**config.mk**
```make
export PLATFORM = sky130hd
export DESIGN_NAME = program_counter
export DESIGN_NICKNAME = d
export VERILOG_FILES = /design/src/rtl/program_counter.sv
export SDC_FILE = /design/constraint.sdc
export NUM_CORES = 1
export LEC_CHECK = 0
export CAP_MARGIN = 40
export CORE_MARGIN = 1.5
export CORE_UTILIZATION = 35
export DETAILED_ROUTE_END_ITERATION = 8
export MAX_ROUTING_LAYER = met4
export PLACE_DENSITY = 0.92
export SYNTH_ARGS = -nofsm -noshare
export SYNTH_HDL_FRONTEND = slang
export SYNTH_SLANG_ARGS = --single-unit
```
**constraint.sdc**
```tcl
create_clock -name clk -period 3.05 [get_ports clk]
set_clock_uncertainty 0.15 [all_clocks]
set_input_delay 0.61 -clock clk [delete_from_list [all_inputs] [get_ports clk]]
set_output_delay 0.61 -clock clk [all_outputs]
set_load 0.02 [all_outputs]
```
**src/rtl/program_counter.sv**
```systemverilog
// Program-counter register for the single-cycle datapath.
// Holds the current fetch address, loads the next-PC value every clock,
// and exposes the sequential successor address plus an alignment flag
// so the surrounding datapath does not repeat that arithmetic.
module program_counter #(
  parameter int unsigned       WIDTH       = 32,
  parameter logic [WIDTH-1:0]  RESET_VALUE = 32'h0000_0000,
  parameter int unsigned       INCREMENT   = 4
) (
  input  logic             clk,
  input  logic             reset,         // asynchronous, active-low
  input  logic [WIDTH-1:0] pc_in,
  output logic [WIDTH-1:0] pc_out,
  output logic [WIDTH-1:0] pc_seq,
  output logic             pc_misaligned
);

  // Stride sized to the address width so the sum wraps modulo 2^WIDTH.
  localparam logic [WIDTH-1:0] STRIDE = WIDTH'(INCREMENT);

  logic [WIDTH-1:0] pc_reg;

  // PC register: reset forces RESET_VALUE immediately, otherwise load pc_in each edge.
  always_ff @(posedge clk or negedge reset) begin
    if (!reset) begin
      pc_reg <= RESET_VALUE;
    end else begin
      pc_reg <= pc_in;
    end
  end

  // Derived outputs: successor address (carry-out dropped) and low-bit alignment decode.
  always_comb begin
    pc_out        = pc_reg;
    pc_seq        = pc_reg + STRIDE;
    pc_misaligned = |pc_reg[1:0];
  end

endmodule

```
==> out/summary.txt <==
share of the synthesized area in the top cell type - 56.5%
final setup margin - 154 ps
Gate Count Post-Synth - 115
Max Clock Freq - 345 MHz
CP max stage cell - clkdlybuf4s50_1
Critical Path Start Type - flip-flop
Cell variety after synth - 20
leakage power - 1.10 nW
setup TNS - 0 ps
Placeable Area - 3770 um^2
Total GRT Usage - 21.4%
Worst slew margin - 74.5%
Boundary Pins - 99
initial antenna violation count - 0
yosys warns - 0
Crit Path Class - reg -> out
WL final - 4.05 mm
Num CTS Buffers - 5
CP max stage delay - 620 ps
layout cells sized above 1 - 12.1%
fin crit share - 95.0%
largest net degree at the start of global routing - 33
Post-Place Setup Slack - 59.5 ps
first-pass GRT wire length - 6.64 mm
Mean Syn Cell Area - 12.3 um^2
Root Driver - clkbuf_8
Largest register FFs - 32
Final Max Tran Viols - 0
post-layout power - 0.00104 W
Tmin final - 2900 ps
hpwl dp - 3.06 mm
Fin. Hold Viols - 0
post-DR vias/cell - 4.70
H-tree levels - 2
post-route ant nets - 0
clock sinks - 32
Critical Path Sink - pc_seq[12]
Final #Nets - 257
Syn Nets - 150
Power Dens Cells - 406 nW/um^2
crit path launch - pc_out[2]
crit end category - primary output
Synth Register Bits - 32
# rows - 22
required time worst endpoint - 2290 ps
Post-route DRC - 0
clock transition at the registers of the reported paths - 60 ps
routability cong. - 0.807
outcome - complete, no violations
cell taking the most area after synthesis - dfrtp_1
CP max FO - 5
worst-case clock buffer depth - 2
chip height - 66.6 um
DRT Pass-1 Iters - 4
actual slew at the worst max-slew pin - 383 ps
Routed WL per cell - 15.0 um
synthesized area - 1420 um^2
Worst Path Buf+Inv - 1
crit-path cells - ha_1, nand3_2, nor3_2, xor2_1, clkdlybuf4s50_1
Area Growth Syn to Fin - 80.8%
RSZ-0062 raised after global routing - false
CP delay by family, top - buffers and inverters
post-cts hold buffer count - 0
vias - 1275
gr ovfl total - 0
Starting Density - 37.6%
antenna fix cells - 0
Design Area, Final - 2560 um^2
max-cap violations - 0
initial DRC count - 43
Peak VDD IR - 0.350 mV
CTS tree - built
Hold WC Path Type - in -> async
CP Depth - 5
Seq/Total Area, Yosys - 56.5%
setup violators final - 0
Worst Path Arrival - 2140 ps
IO buf count - 98
DP Area - 2460 um^2
die width - 66.6 um
DIE AREA - 4440 um^2
number of global-route vias before repair - 1331
dominant cells by area after synthesis - dfrtp_1 57%, xnor2_1 12%, xor2_1 5.6%
[synthesized netlist by cell type]
| library cell | n |
|---|---|
| inv_1 | 3 |
| xnor2_1 | 19 |
| nand4_2 | 1 |
| buf_4 | 2 |
| nand4_1 | 6 |
| nand4_4 | 1 |
| nand3_1 | 10 |
| xor2_1 | 9 |
| and3_1 | 4 |
| nand3_4 | 1 |
| nor4_4 | 3 |
| or2_2 | 1 |
| nor3_1 | 3 |
| nor2_1 | 6 |
| dfrtp_1 | 32 |
| nor4_1 | 1 |
| ha_1 | 1 |
| nand3_2 | 1 |
| or2_1 | 1 |
| nand2_1 | 10 |
[how the worst min path moves through the flow]
stage                      from          to  slack, ps  depth (start not counted)
final                     reset  pc_out[12]        560                          2
after global routing      reset   pc_out[3]        590                          2
after CTS                 reset   pc_out[8]        550                          2
after detailed placement  reset   pc_out[8]        870                          2
after global placement    reset   pc_out[7]        870                          2
after floorplan           reset   pc_out[0]        160                          0
[layout make-up]
type / instances / area, um^2
clock buffer: 6 / 82.6
sequential: 32 / 803
clock inverter: 2 / 10.0
fill: 283 / 1210
inverter: 3 / 11.3
tap: 48 / 60.1
multi-input combinational: 78 / 599
timing repair buffer: 102 / 995
[cell families (layout without fill, tap and decap cells)]
group / count (synthesis) / after routing / synth area share (%)
XOR/XNOR: 28 / 28 / 17.3
adder cells (fa/ha/maj): 1 / 1 / 0.883
buffers and inverters: 5 / 113 / 1.85
flip-flops: 32 / 32 / 56.5
AND/OR/NAND/NOR: 49 / 49 / 23.4
[report_power, final]
group	internal, W	total [W]	switching, W
clock network	0.000180	0.000330	0.000151
logic	0.000123	0.000232	0.000109
registers	0.000447	0.000478	0.0000319
total	0.000749	0.00104	0.000291
[repair_timing]
action	in CTS	in global routing
endpoints found under the hold margin	0	0
endpoints found under the setup margin	19	9
gates resized for setup	19	12
pin swaps	2	0
setup buffers	2	0
[placed cells by master (no fill, tap or decap), drive strengths merged]
| master | netlist | final |
|---|---|---|
| clkbuf | 0 | 9 |
| nor2 | 6 | 6 |
| nand4 | 8 | 8 |
| and3 | 4 | 4 |
| or2 | 2 | 2 |
| clkinv | 0 | 2 |
| nand3 | 12 | 12 |
| nor4 | 4 | 4 |
| dfrtp | 32 | 32 |
| clkdlybuf4s15 | 0 | 1 |
| xor2 | 9 | 9 |
| dlygate4sd2 | 0 | 11 |
| ha | 1 | 1 |
| dlymetal6s2s | 0 | 5 |
| xnor2 | 19 | 19 |
| inv | 3 | 3 |
| clkdlybuf4s50 | 0 | 78 |
| nor3 | 3 | 3 |
| nand2 | 10 | 10 |
| buf | 2 | 4 |
[metrics by stage]
stage / utilization (%) / hold WS, ps / std cells
floorplan: - / 164 / 115
global route: 67.9 / 587 / 271
global placement: 65.2 / 870 / 261
finish: 67.9 / 562 / 271
detailed placement: 65.2 / 872 / 261
CTS: 67.9 / 555 / 271
[layer usage]
metal	vias to the layer above	global-route usage, %	wire length (um)
met5	-	-	0
li1	604	-	-
met3	10	7.09	310
met4	0	9.95	104
met1	607	24.1	1550
met2	54	34.6	2090
No activity file was read; power rests on OpenSTA's default activity.
